### config.mk
export PLATFORM = sky130hd
export DESIGN_NAME = video_pixel_packer
export DESIGN_NICKNAME = d
export VERILOG_FILES = /design/src/rtl/video_pixel_packer.sv
export SDC_FILE = /design/constraint.sdc
export NUM_CORES = 1
export LEC_CHECK = 0
export BUFFER_PORTS_ARGS = -buffer_cell sky130_fd_sc_hd__buf_2
export CAP_MARGIN = 25
export CORE_MARGIN = 1
export CORE_UTILIZATION = 45
export DETAILED_ROUTE_END_ITERATION = 12
export GPL_TIMING_DRIVEN = 1
export SYNTH_ARGS = -nofsm -noshare
export SYNTH_HDL_FRONTEND = slang
export SYNTH_SLANG_ARGS = --single-unit
### constraint.sdc
create_clock -name clk_100 -period 3.1 [get_ports clk_100]
set_clock_uncertainty 0.15 [all_clocks]
set_input_delay 0.465 -clock clk_100 [delete_from_list [all_inputs] [get_ports clk_100]]
set_output_delay 0.465 -clock clk_100 [all_outputs]
set_load 0.01 [all_outputs]
### src/rtl/video_pixel_packer.sv
// Packs a qualified pixel stream into little-endian 64-bit words, one frame per
// enabled vsync rising edge, padding partial words at line end and counting lines/words.
module video_pixel_packer #(
    parameter int PIX_W    = 8,
    parameter int H_ACTIVE = 1280,
    parameter int V_ACTIVE = 720
) (
    input  logic             clk_100,
    input  logic             reset_n,
    input  logic             capture_en,
    input  logic             vsync_in,
    input  logic             href_in,
    input  logic             pix_valid,
    input  logic [PIX_W-1:0] pix_in,
    output logic             start_frame,
    output logic [63:0]      data_ddr,
    output logic             valid_data_ddr,
    output logic             frame_done,
    output logic [23:0]      frame_words,
    output logic             line_err,
    output logic             frame_err,
    output logic             busy
);

    localparam int PPW    = 64 / PIX_W;
    localparam int SLOT_W = (PPW > 1) ? $clog2(PPW) : 1;
    localparam logic [SLOT_W-1:0] SLOT_LAST = SLOT_W'(PPW - 1);
    localparam logic [11:0]       H_LIMIT   = 12'(H_ACTIVE);
    localparam logic [11:0]       V_LAST    = 12'(V_ACTIVE - 1);

    typedef enum logic {S_IDLE, S_ACTIVE} state_t;

    state_t            r_state;
    logic              r_vsync_d;
    logic              r_href_d;
    logic [11:0]       r_pix_cnt;
    logic [11:0]       r_line_cnt;
    logic [SLOT_W-1:0] r_slot;
    logic [63:0]       r_acc;
    logic [23:0]       r_word_cnt;
    logic              r_start_frame;
    logic [63:0]       r_data_ddr;
    logic              r_valid;
    logic              r_frame_done;
    logic [23:0]       r_frame_words;
    logic              r_line_err;
    logic              r_frame_err;

    logic              w_vs_rise;
    logic              w_hs_fall;
    logic              w_pix_strobe;
    logic              w_pad;
    logic [23:0]       w_words_at_eol;
    logic [63:0]       w_acc_ins;

    assign w_vs_rise      = vsync_in & ~r_vsync_d;
    assign w_hs_fall      = ~href_in & r_href_d;
    assign w_pix_strobe   = href_in & pix_valid;
    assign w_pad          = (r_slot != '0);
    assign w_words_at_eol = r_word_cnt + {23'd0, w_pad};

    // Accumulator with the current pixel dropped into its slot; other lanes keep history.
    for (genvar gi = 0; gi < PPW; gi++) begin : g_lane
        assign w_acc_ins[gi*PIX_W +: PIX_W] = (r_slot == SLOT_W'(gi)) ? pix_in
                                                                       : r_acc[gi*PIX_W +: PIX_W];
    end

    always_ff @(posedge clk_100) begin
        if (!reset_n) begin
            r_state       <= S_IDLE;
            r_vsync_d     <= 1'b0;
            r_href_d      <= 1'b0;
            r_pix_cnt     <= '0;
            r_line_cnt    <= '0;
            r_slot        <= '0;
            r_acc         <= '0;
            r_word_cnt    <= '0;
            r_start_frame <= 1'b0;
            r_data_ddr    <= '0;
            r_valid       <= 1'b0;
            r_frame_done  <= 1'b0;
            r_frame_words <= '0;
            r_line_err    <= 1'b0;
            r_frame_err   <= 1'b0;
        end else begin
            r_vsync_d     <= vsync_in;
            r_href_d      <= href_in;
            r_start_frame <= 1'b0;
            r_valid       <= 1'b0;
            r_frame_done  <= 1'b0;
            r_line_err    <= 1'b0;
            r_frame_err   <= 1'b0;

            case (r_state)
                S_IDLE: begin
                    if (w_vs_rise && capture_en) begin
                        r_state       <= S_ACTIVE;
                        r_start_frame <= 1'b1;
                        r_pix_cnt     <= '0;
                        r_line_cnt    <= '0;
                        r_slot        <= '0;
                        r_acc         <= '0;
                        r_word_cnt    <= '0;
                    end
                end

                S_ACTIVE: begin
                    if (w_vs_rise) begin
                        // Restart in place: partial word is discarded, frame_words untouched.
                        r_frame_err   <= 1'b1;
                        r_start_frame <= 1'b1;
                        r_pix_cnt     <= '0;
                        r_line_cnt    <= '0;
                        r_slot        <= '0;
                        r_acc         <= '0;
                        r_word_cnt    <= '0;
                    end else if (w_hs_fall) begin
                        if (w_pad) begin
                            r_data_ddr <= r_acc;
                            r_valid    <= 1'b1;
                        end
                        r_line_err <= (r_pix_cnt != H_LIMIT);
                        r_word_cnt <= w_words_at_eol;
                        r_line_cnt <= r_line_cnt + 12'd1;
                        r_pix_cnt  <= '0;
                        r_slot     <= '0;
                        r_acc      <= '0;
                        if (r_line_cnt == V_LAST) begin
                            r_frame_done  <= 1'b1;
                            r_frame_words <= w_words_at_eol;
                            r_state       <= S_IDLE;
                        end
                    end else if (w_pix_strobe) begin
                        if (r_pix_cnt != 12'hFFF) begin
                            r_pix_cnt <= r_pix_cnt + 12'd1;
                        end
                        if (r_pix_cnt < H_LIMIT) begin
                            if (r_slot == SLOT_LAST) begin
                                r_data_ddr <= w_acc_ins;
                                r_valid    <= 1'b1;
                                r_acc      <= '0;
                                r_slot     <= '0;
                                r_word_cnt <= r_word_cnt + 24'd1;
                            end else begin
                                r_acc  <= w_acc_ins;
                                r_slot <= r_slot + 1'b1;
                            end
                        end
                    end
                end

                default: r_state <= S_IDLE;
            endcase
        end
    end

    assign start_frame    = r_start_frame;
    assign data_ddr       = r_data_ddr;
    assign valid_data_ddr = r_valid;
    assign frame_done     = r_frame_done;
    assign frame_words    = r_frame_words;
    assign line_err       = r_line_err;
    assign frame_err      = r_frame_err;
    assign busy           = (r_state == S_ACTIVE);

endmodule

Word level (Yosys, flattened, before mapping)
Index checks and enable logic that the tools add are counted.
- register bits after elaboration: 211
- latch bits: 0
- memory bits (writable): 0
- bits in read-only memories: 0
- bits of input ports: 14
- output and inout bits: 94
- logic and storage cells: 118
- memories kept: 0
- $add $sub $neg: 5
- multiply operators: 0
- divide/modulo/power cells: 0
- magnitude comparators: 1
- equality and inequality tests: 17
- shift-type cells: 0
- muxes and demuxes: 56
- bitwise operators: 9
- reduce and logical (&&, ||, !) cells: 15
- operators by type and width (operator ; count):
    64-bit two-way mux ; 11
    24-bit two-way mux ; 6
    64-bit case mux with 2 select lines ; 1
    12-bit two-way mux ; 7
    8-bit two-way mux ; 8
    12-bit case mux with 2 select lines ; 2
    24-bit case mux with 2 select lines ; 1
    12-bit by 1-bit adder with 12-bit output (second input constant) ; 2
    24-bit by 1-bit adder with 24-bit output ; 1
    24-bit by 1-bit adder with 24-bit output (second input constant) ; 1
    3-bit two-way mux ; 6
    4-bit by 1-bit inequality test with 1-bit output (second input constant) ; 4
    12-bit by 10-bit equality test with 1-bit output (second input constant) ; 1
    3-bit equality test (second input constant) ; 4
    12-bit by 11-bit < comparator with 1-bit output (second input constant) ; 1
    12-bit by 11-bit inequality test with 1-bit output (second input constant) ; 1
    12-bit inequality test (second input constant) ; 1
    1-bit two-way mux ; 11
    4-bit AND reduction ; 2
    3-bit by 2-bit equality test with 1-bit output (second input constant) ; 2
    1-bit inverter ; 6
    3-bit case mux with 2 select lines ; 1
    3-bit AND reduction ; 2
    6-bit AND reduction ; 1
    14 further kinds ; 20

Logic depth before layout (Yosys ltp)
Gate-level depths: netlist of the first run.
- word-level depth: 8
- depth in mapped cells: 11
- depth with buffers taken out: 9

Worst setup path after synthesis of the first run
OpenSTA, ideal clock, no wires.
- kind: register to register
- from: reg r_slot[0]
- to: reg r_word_cnt[10]
- library setup time: 69 ps
- arrival: 2647 ps
- required time: 2881 ps
- slack: 234 ps
- stages on the path, launching flop included: 12
- path buffers: 2
- clock period less this slack: 2866 ps
- cells stage by stage: dfxtp_1 -> inv_1 -> ha_1 -> nand2b_1 -> clkbuf_1 -> ha_1 -> ha_1 -> clkbuf_1 -> mux2i_2 -> or4_1 -> or4_1 -> o21ai_1
- cells in the longest elaborated chain, start to end: 5
- elaborated cells on any way between the ends: 8
- classes of those cells: add/sub: 1; eq/ne: 2; mux: 3; reduce/logical: 2
- RTL lines (item ; RTL line ; source):
    start, declared ; 38 ; logic [SLOT_W-1:0] r_slot;
    start signal, assigned ; 146 ; r_slot <= r_slot + 1'b1;
    3-bit nonzero test ; 59 ; assign w_pad = (r_slot != '0);
    24-bit by 1-bit adder with 24-bit output ; 60 ; assign w_words_at_eol = r_word_cnt + {23'd0, w_pad};
    24-bit two-way mux ; 117 ; end else if (w_hs_fall) begin
    24-bit two-way mux ; 108 ; if (w_vs_rise) begin
    24-bit case mux with 2 select lines ; 94 ; case (r_state)
    end signal, assigned ; 123 ; r_word_cnt <= w_words_at_eol;
    end signal, assigned ; 143 ; r_word_cnt <= r_word_cnt + 24'd1;
    end, declared ; 40 ; logic [23:0] r_word_cnt;
Parallel ways exist; a longest one is shown, timed or not.
A chain may end at the register's enable or synchronous reset.

Final worst setup path of the first run
- from: reg r_slot[0]
- to: reg r_word_cnt[7]
The elaborated chain is that of the path after synthesis.

==> flow_summary.toml, run 1 <==
[clock_network]
htree_levels = 1
clkLatencyLatePin_ps = 510
cts_resized = 0
cts.clk_slew.worst_paths_ps = 60
cts_root_buf = "clkbuf_16"
cts_hold_buf = 0
postCtsSetupBuffers = 0
clk_path_buf_depth = 3
cts_tree = "done"
numCtsBuffers = 24
cts.sinks = 211

[floorplan]
start_util_pct = 46.6
pin_count = 108
dieArea_mm2 = 0.0218
row_count = 52
core_area_mm2 = 0.0205
dieHeight_um = 148
chipWidth_um = 148

[global_route]
grt_pass1_wl_um = 39300
grt-ovfl-total = 0
grtUsageTotal_pct = 22.3
antenna_found_initial = 0
grt_pass1_vias = 7369
grt_max_degree = 83

[power]
pwr-share-comb_pct = 5.3
clkPwrFrac_pct = 47.5
peakVddDrop_uv = 453
p_int_uw = 4450
seqPwrFrac_pct = 47.3
p_leak_uw = 0.00408
p_switching_uw = 1350
p_total_uw = 5790
sw_frac_of_total_pct = 23.2
p_per_area_mw_per_mm2 = 524

[detailed_routing]
wl_per_cell_um = 16.8
first_iter_violations = 482
via_per_inst = 5.55
vias = 7982
detail-route-antenna-nets = 0
wl_um = 24200
drc = 0
first_pass_iters = 5

[final_layout]
stdcell_area_mm2 = 0.0111
nets = 1178
area_delta_synth_final_pct = 15.8
final_core_util_pct = 53.9
final_common_cell = "dfxtp_1"
layout-drive-gt1-share_pct = 16.5
fin_cells = 1438
n_antenna_cell = 0
mostFrequentLayoutCells = "dfxtp_1, nor2_1, buf_2"
n_fill_cell = 1965

[yosys]
synth_ff_type = "dfxtp_1"
synth_cell_type_count = 64
synth_edf_count = 0
synth_fp_nets = 1102
syn_avg_cell_area_um2 = 8.88
synth_top_area_share_pct = 44.3
ys_warn_count = 0
synth_seq_cells = 211
yosysTopAreaCell = "dfxtp_1"
synth_area_mm2 = 0.00954
async_reset_ff_share_pct = 0
synth_area_leaders = "dfxtp_1, mux2i_1, nor2_1"
seq_area_frac_synth_pct = 44.3
synth_cells = 1075

[hold_path]
hp-class = "input pin to flip-flop"
min-delay-start = "href_in"
hold_end = "r_href_d$_SDFF_PN0_"
worst_hold_path.num_cells = 2

[critical_path]
ff2ff_path_depth = 9
slowest_delay_ps = 530
critPathLaunchType = "flip-flop"
crit_top_cell = "ha_1"
cp-end-kind = "flip-flop"
cp_max_fo = 6
r2r-start = "r_slot[0]$_SDFFE_PN0P_"
r2r-end = "r_word_cnt[7]$_SDFFE_PN0P_"
cp.arrival_ps = 3020
cp_slowest_cell = "or4_1"
crit_chain = "inv_1, ha_1, nand2b_1, ha_1, nand3_1, nor3_1, nor2_1, or4_1, o211ai_1"
critical_path_class = "flip-flop to flip-flop"
cp.required_ps = 3390
rrSetupSlack_ps = 370

[sta]
period_share_pct = 88.0
rsz0062_at_grt = "no"
setup_viol = 0
drv_slew = 0
tns_ps = 0
max_freq_ghz = 0.366
finalCriticalPeriod_ps = 2730
tightest_slew_ps = 811
final-hold-violation-count = 0
slew_headroom_pct = 45.7

[placement]
gp_congestion = 0.870
numPortBuffers = 107
dp.cells = 1395
post-dp-hpwl_um = 16500
placed_area_mm2 = 0.0103

[job]
drv_cap = 0

[run_status]
outcome = "finished, final reports clean"
==> kinds of logic after synthesis <==
group / share of synthesized area (%)
and+or+nand+nor: 20.4
muxes: 10.4
adders and majority gates: 1.70
DFF: 44.3
buffers and inverters: 4.31
xor gates and xnor gates: 2.75
AOI/OAI and AO/OA: 16.2
==> metal layers <==
metal  routed length (um)  GRT usage, %  share of wire (%)
met1                11700          31.7                 48
met2                11000          35.3                 45
met3                 1020          3.15                4.2
met4                  514          5.93                2.1
met5                    0             0                  0
==> registers in the layout (all words and copies together), names as in the netlist, 3 cells and up <==
name	flops
r_word_cnt	24
r_acc	64
r_pix_cnt	12
data_ddr	64
r_line_cnt	12
frame_words	24
r_slot	3
==> synth_stat cells (18+ instances only) <==
| master | count |
|---|---|
| buf_2 | 31 |
| nor2_1 | 162 |
| dfxtp_1 | 211 |
| clkbuf_1 | 41 |
| xnor2_1 | 18 |
| nand2_1 | 90 |
| a21oi_1 | 38 |
| nor3_1 | 22 |
| mux2i_1 | 98 |
| a211oi_1 | 50 |
| nand3_1 | 37 |
| a311oi_1 | 25 |
| o21ai_0 | 44 |
| a31oi_1 | 23 |
==> per-stage QoR <==
stage | setup slack (ps) | hold slack, ps
2_1_floorplan | 234 | 280
3_3_place_gp | 490 | 292
3_5_place_dp | 405 | 294
4_1_cts | 388 | 51.8
5_1_grt | 171 | 70.3
6_report | 371 | 70.8
==> critical path: cells and delay by family, from the launching register on <==
| kind | cells | cell delay [ps] |
|---|---|---|
| and+or+nand+nor | 5 | 1500 |
| adders and majority gates | 2 | 430 |
| DFF | 1 | 390 |
| buffers and inverters | 1 | 90 |
| AOI/OAI and AO/OA | 1 | 90 |
==> power groups by stage <==
| stage | sequential (uW) | combinational (uW) | clock (uW) |
|---|---|---|---|
| 6_report | 2740 | 304 | 2750 |
| 5_1_grt | 2740 | 332 | 2930 |
| 4_1_cts | 2740 | 306 | 2800 |
| 3_5_place_dp | 2800 | 305 | 0 |
| 3_3_place_gp | 2800 | 304 | 0 |
| 2_1_floorplan | 2800 | 206 | 0 |
==> worst max path at each step <==
stage | start | to | slack (ps) | cells after the start
global route | r_slot[0]$_SDFFE_PN0P_ | frame_words[19]$_SDFFE_PN0P_ | 170 | 9
floorplan | r_slot[0]$_SDFFE_PN0P_ | r_word_cnt[10]$_SDFFE_PN0P_ | 230 | 11
global placement | r_slot[0]$_SDFFE_PN0P_ | r_word_cnt[7]$_SDFFE_PN0P_ | 490 | 9
detailed placement | r_slot[0]$_SDFFE_PN0P_ | r_word_cnt[7]$_SDFFE_PN0P_ | 400 | 9
finish | r_slot[0]$_SDFFE_PN0P_ | r_word_cnt[7]$_SDFFE_PN0P_ | 370 | 9
CTS | r_slot[0]$_SDFFE_PN0P_ | r_word_cnt[7]$_SDFFE_PN0P_ | 390 | 9
==> layout make-up <==
class	instances	area, um2	area share [%]
clock buffers	36	737	6.67
clock inverters	7	37.5	0.340
inverters	12	45.0	0.407
multi-input cells	773	4930	44.6
flip-flops and latches	211	4220	38.2
well taps	270	338	3.06
repair buffers	129	738	6.68
Power figures use the tool's default switching activity.
==> run 2, diff against run 1 <==
--- a/config.mk
+++ b/config.mk
@@ -11,6 +11,7 @@
 export CORE_UTILIZATION = 45
 export DETAILED_ROUTE_END_ITERATION = 12
 export GPL_TIMING_DRIVEN = 1
+export HOLD_SLACK_MARGIN = 0.08
 export SYNTH_ARGS = -nofsm -noshare
 export SYNTH_HDL_FRONTEND = slang
 export SYNTH_SLANG_ARGS = --single-unit
==> run 2 against run 1 <==
Final cell count increased by 0.14%. Sequential cell count unchanged. Sequential power about the same. Die area unchanged. Setup slack got worse by 0.63 ps. Register-to-register slack about the same. Maximum frequency about the same. Largest cell class unchanged. Largest power group is now registers.
==> flow_summary.toml, run 2 (synthesis results as in run 1) <==
[final_layout]
n_antenna_cell = 0
stdcell_area_mm2 = 0.0111
mostFrequentLayoutCells = "dfxtp_1, nor2_1, buf_2"
nets = 1180
final_common_cell = "dfxtp_1"
seq_area_mm2 = 0.00422
final_core_util_pct = 54.0
layout-drive-gt1-share_pct = 16.5
multi_input_area_mm2 = 0.00493
area_delta_synth_final_pct = 16.0
n_fill_cell = 1965

[hold_path]
min-delay-start = "reset_n"
hp-class = "input pin to flip-flop"

[floorplan]
dieArea_mm2 = 0.0218
start_util_pct = 46.6
chipWidth_um = 148
core_area_mm2 = 0.0205
pin_count = 108
dieHeight_um = 148
row_count = 52

[critical_path]
crit_top_cell = "ha_1"
cp_slowest_cell = "or4_1"
slowest_delay_ps = 530
cp.required_ps = 3390
cp.arrival_ps = 3020
worstSetupStartpoint = "r_slot[0]$_SDFFE_PN0P_"
crit_chain = "inv_1, ha_1, nand2b_1, ha_1, nand3_1, nor3_1, nor2_1, or4_1, o211ai_1"
crit_end = "r_word_cnt[7]$_SDFFE_PN0P_"
r2r-end = "r_word_cnt[7]$_SDFFE_PN0P_"
rrSetupSlack_ps = 370
cp_max_fo = 6
critPathLaunchType = "flip-flop"
critical_path_class = "flip-flop to flip-flop"
ff2ff_path_depth = 9
r2r-start = "r_slot[0]$_SDFFE_PN0P_"
cp-end-kind = "flip-flop"

[global_route]
grt-ovfl-total = 0
grt_pass1_vias = 7379
grt_pass1_wl_um = 39400
grt_max_degree = 83
antenna_found_initial = 0
grtUsageTotal_pct = 22.3

[clock_network]
clkLatencyLatePin_ps = 510
cts_root_buf = "clkbuf_16"
cts.sinks = 211
numCtsBuffers = 24
cts.clk_slew.worst_paths_ps = 60
htree_levels = 1
clk_path_buf_depth = 3
cts_tree = "done"

[job]
drv_cap = 0

[detailed_routing]
via_per_inst = 5.56
first_iter_violations = 466
drc = 0
detail-route-antenna-nets = 0
wl_um = 24200
first_pass_iters = 5
wl_per_cell_um = 16.8
vias = 8012

[sta]
tns_ps = 0
setup_viol = 0
slew_headroom_pct = 46.8
tightest_slew_ps = 796
finalCriticalPeriod_ps = 2730
max_freq_ghz = 0.366
final-hold-violation-count = 0
drv_slew = 0
rsz0062_at_grt = "no"
period_share_pct = 88.1

[power]
p_total_uw = 5790
p_leak_uw = 0.00408
peakVddDrop_uv = 452
p_per_area_mw_per_mm2 = 523

[placement]
post-dp-hpwl_um = 16500
numPortBuffers = 107
placed_area_mm2 = 0.0103
gp_congestion = 0.870

[run_status]
outcome = "finished, final reports clean"
==> run 2: critical path, delay by kind of cell (launching register included) <==
kind | cells | cell delay [ps]
flip-flops | 1 | 390
AO/OA/AOI/OAI | 1 | 90
AND/OR/NAND/NOR | 5 | 1510
buffers and inverters | 1 | 90
adder cells (fa/ha/maj) | 2 | 430
==> run 2: timing repair <==
item / in CTS / in global routing
hold endpoints to repair: 2 / 0
hold buffers: 2 / 0
buffers inserted: 0 / 0
gates resized for setup: 0 / 0
==> run 2: final cells by class <==
| cell class | count | area share (%) |
|---|---|---|
| clock buffer | 36 | 6.65 |
| clock inverter | 7 | 0.339 |
| inverter | 12 | 0.407 |
| multi-input combinational | 773 | 44.6 |
| sequential | 211 | 38.1 |
| tap | 270 | 3.05 |
| timing repair buffer | 131 | 6.85 |
==> run 2: how the worst min path moves through the flow <==
stage                     depth (start not counted)                           to  slack, ps
after floorplan                                   1       r_acc[56]$_SDFFE_PN0P_        280
after global placement                            2  frame_words[6]$_SDFFE_PN0P_        290
after detailed placement                          1       r_acc[57]$_SDFFE_PN0P_        290
after CTS                                         2   r_line_cnt[8]$_SDFFE_PN0P_        160
after global routing                              2   r_line_cnt[8]$_SDFFE_PN0P_        170
final                                             2   r_line_cnt[8]$_SDFFE_PN0P_        180
==> run 2: metal layers <==
layer  vias to the layer above  part of all wire [%]  global-route usage [%]
met3                        34                   4.3                    3.15
met1                      3762                    48                    31.7
met5                         -                     0                       0
li1                       4024                     -                       -
met2                       192                    45                    35.3
met4                         0                   2.0                    5.93
==> run 2: power by group <==
part | internal [uW] | total [uW] | switching (uW)
sequential | 2730 | 2740 | 10.9
combinational | 86.1 | 306 | 220
clock | 1630 | 2740 | 1110
total | 4450 | 5790 | 1340
==> run 2: per-stage QoR <==
step | instances | hold WS [ps] | worst slack, ps
6_report | 1440 | 184 | 370
4_1_cts | 1440 | 162 | 388
2_1_floorplan | 1075 | 280 | 234
3_3_place_gp | 1395 | 292 | 490
3_5_place_dp | 1395 | 294 | 405
5_1_grt | 1440 | 166 | 172
==> run 3, diff against run 2 <==
--- a/config.mk
+++ b/config.mk
@@ -7,11 +7,13 @@
 export LEC_CHECK = 0
 export BUFFER_PORTS_ARGS = -buffer_cell sky130_fd_sc_hd__buf_2
 export CAP_MARGIN = 25
-export CORE_MARGIN = 1
+export CORE_ASPECT_RATIO = 0.8
+export CORE_MARGIN = 3
 export CORE_UTILIZATION = 45
 export DETAILED_ROUTE_END_ITERATION = 12
 export GPL_TIMING_DRIVEN = 1
 export HOLD_SLACK_MARGIN = 0.08
+export MAX_ROUTING_LAYER = met4
 export SYNTH_ARGS = -nofsm -noshare
 export SYNTH_HDL_FRONTEND = slang
 export SYNTH_SLANG_ARGS = --single-unit
==> run 3 against run 2 <==
Count of clock-buffer cells in the layout decreased by 5. Sequential share of layout area barely moved. Global-route usage down 0.50 points. Register-to-register slack got worse by 90 ps. Combinational power up 3%. Largest power group is now clock. Critical path type unchanged. Core utilization is 0.45 points higher. Worst hold slack worse by 0.99 ps. Clock power is essentially flat. Design area hardly changed.
==> flow_summary.toml, run 3 (synthesis results as in run 1) <==
[sta]
final-hold-violation-count = 0
tns_ps = 0
period_share_pct = 91.1
drv_slew = 0
finalCriticalPeriod_ps = 2820
setup_viol = 0
slew_headroom_pct = 53.8
max_freq_ghz = 0.354
tightest_slew_ps = 693
rsz0062_at_grt = "no"

[floorplan]
start_util_pct = 47.0
chipWidth_um = 169
core_area_mm2 = 0.0203
pin_count = 108
dieHeight_um = 136
dieArea_mm2 = 0.0230
row_count = 46

[clock_network]
clk_path_buf_depth = 3
cts.sinks = 211
cts_root_buf = "clkbuf_16"
clkLatencyLatePin_ps = 510
numCtsBuffers = 22
cts_tree = "done"
htree_levels = 1
cts.clk_slew.worst_paths_ps = 60

[detailed_routing]
via_per_inst = 5.54
wl_um = 24700
wl_per_cell_um = 17.3
vias = 7947
drc = 0
first_iter_violations = 646
detail-route-antenna-nets = 0
first_pass_iters = 5

[power]
peakVddDrop_uv = 369
p_switching_uw = 1320
pwr-share-comb_pct = 5.4
sw_frac_of_total_pct = 22.8
seqPwrFrac_pct = 47.2
p_leak_uw = 0.00409
p_total_uw = 5800
p_per_area_mw_per_mm2 = 524
p_int_uw = 4480
clkPwrFrac_pct = 47.4

[final_layout]
multi_input_area_mm2 = 0.00494
mostFrequentLayoutCells = "dfxtp_1, nor2_1, buf_2"
area_delta_synth_final_pct = 16.0
layout-drive-gt1-share_pct = 16.8
nets = 1181
final_core_util_pct = 54.5
final_common_cell = "dfxtp_1"
seq_area_mm2 = 0.00422
n_fill_cell = 1915
fin_cells = 1434
n_antenna_cell = 0

[critical_path]
crit_chain = "inv_1, ha_1, nand2b_1, ha_1, nand3_1, nor3_1, nor2_1, or4_1, o211ai_1"
cp_slowest_cell = "or4_1"
critPathLaunchType = "flip-flop"
cp_max_fo = 7
slowest_delay_ps = 520
crit_top_cell = "ha_1"
cp-end-kind = "flip-flop"
critical_path_class = "flip-flop to flip-flop"
rrSetupSlack_ps = 280
cp.required_ps = 3380
cp.arrival_ps = 3110

[global_route]
grtUsageTotal_pct = 21.8
antenna_found_initial = 0
grt-ovfl-total = 0
grt_pass1_vias = 7414
grt_max_degree = 98
grt_pass1_wl_um = 40300

[placement]
numPortBuffers = 107
post-dp-hpwl_um = 16700
gp_congestion = 0.886
dp.cells = 1392

[run_status]
outcome = "finished, final reports clean"

[job]
drv_cap = 0

[hold_path]
hp-class = "input pin to flip-flop"
## run 3: cell count changes in the layout (fill, tap and decap cells not counted)
| cell | before | now |
|---|---|---|
| nor3_2 | 2 | 3 |
| clkbuf_16 | 25 | 23 |
| clkbuf_8 | 7 | 6 |
| buf_12 | 3 | 2 |
| nor3_1 | 21 | 20 |
| clkbuf_1 | 4 | 2 |
| buf_4 | 19 | 23 |
| bufinv_16 | 0 | 2 |
## run 3: critical path: cells and delay by family, from the launching register on
family	cells	cell delay, ps
AOI/OAI and AO/OA	1	90
buffers and inverters	1	80
adders and majority gates	2	460
DFF	1	390
and+or+nand+nor	5	1560
## run 3: layer usage
layer  wire length (um)  global-route usage, %  vias up
li1                   -                      -     4009
met1              13000                   33.5     3729
met2              10200                   30.7      174
met3               1050                   2.50       35
met4                465                   4.36        0
met5                  0                      -        -
## run 3: per-stage QoR
step	hold WS, ps	setup WS [ps]	cell area, um2
final	183	277	11100
after global routing	182	11.0	11100
after CTS	171	265	11100
after detailed placement	293	298	10300
after global placement	292	342	10300
after floorplan	280	234	9540
## run 3: power groups by stage
stage	clock network, uW	logic, uW	registers (uW)
5_1_grt	2910	343	2740
3_3_place_gp	0	310	2800
4_1_cts	2820	314	2740
2_1_floorplan	0	206	2800
6_report	2750	314	2740
3_5_place_dp	0	311	2800
## run 3: final cells by class
cell class,count,area share (%)
Tap cell,264,2.98
Multi-Input combinational cell,773,44.6
Timing Repair Buffer,134,6.94
Inverter,12,0.407
Clock buffer,31,6.01
Sequential cell,211,38.2
Clock inverter,9,0.882
## run 3: timing repair
item | in CTS | in global routing
hold endpoints to repair | 2 | 0
resized for setup | 0 | 1
buffers inserted | 0 | 0
hold buffers | 2 | 0
endpoints found under the setup margin | 0 | 1
## run 3: final timing paths
check | endpoint | depth (start not counted) | startpoint
max | r_word_cnt[7]$_SDFFE_PN0P_ | 9 | r_slot[0]$_SDFFE_PN0P_
min | start_frame$_SDFF_PN0_ | 3 | capture_en
max reg2reg | r_word_cnt[7]$_SDFFE_PN0P_ | 9 | r_slot[0]$_SDFFE_PN0P_
min reg2reg | frame_words[1]$_SDFFE_PN0P_ | 2 | frame_words[1]$_SDFFE_PN0P_
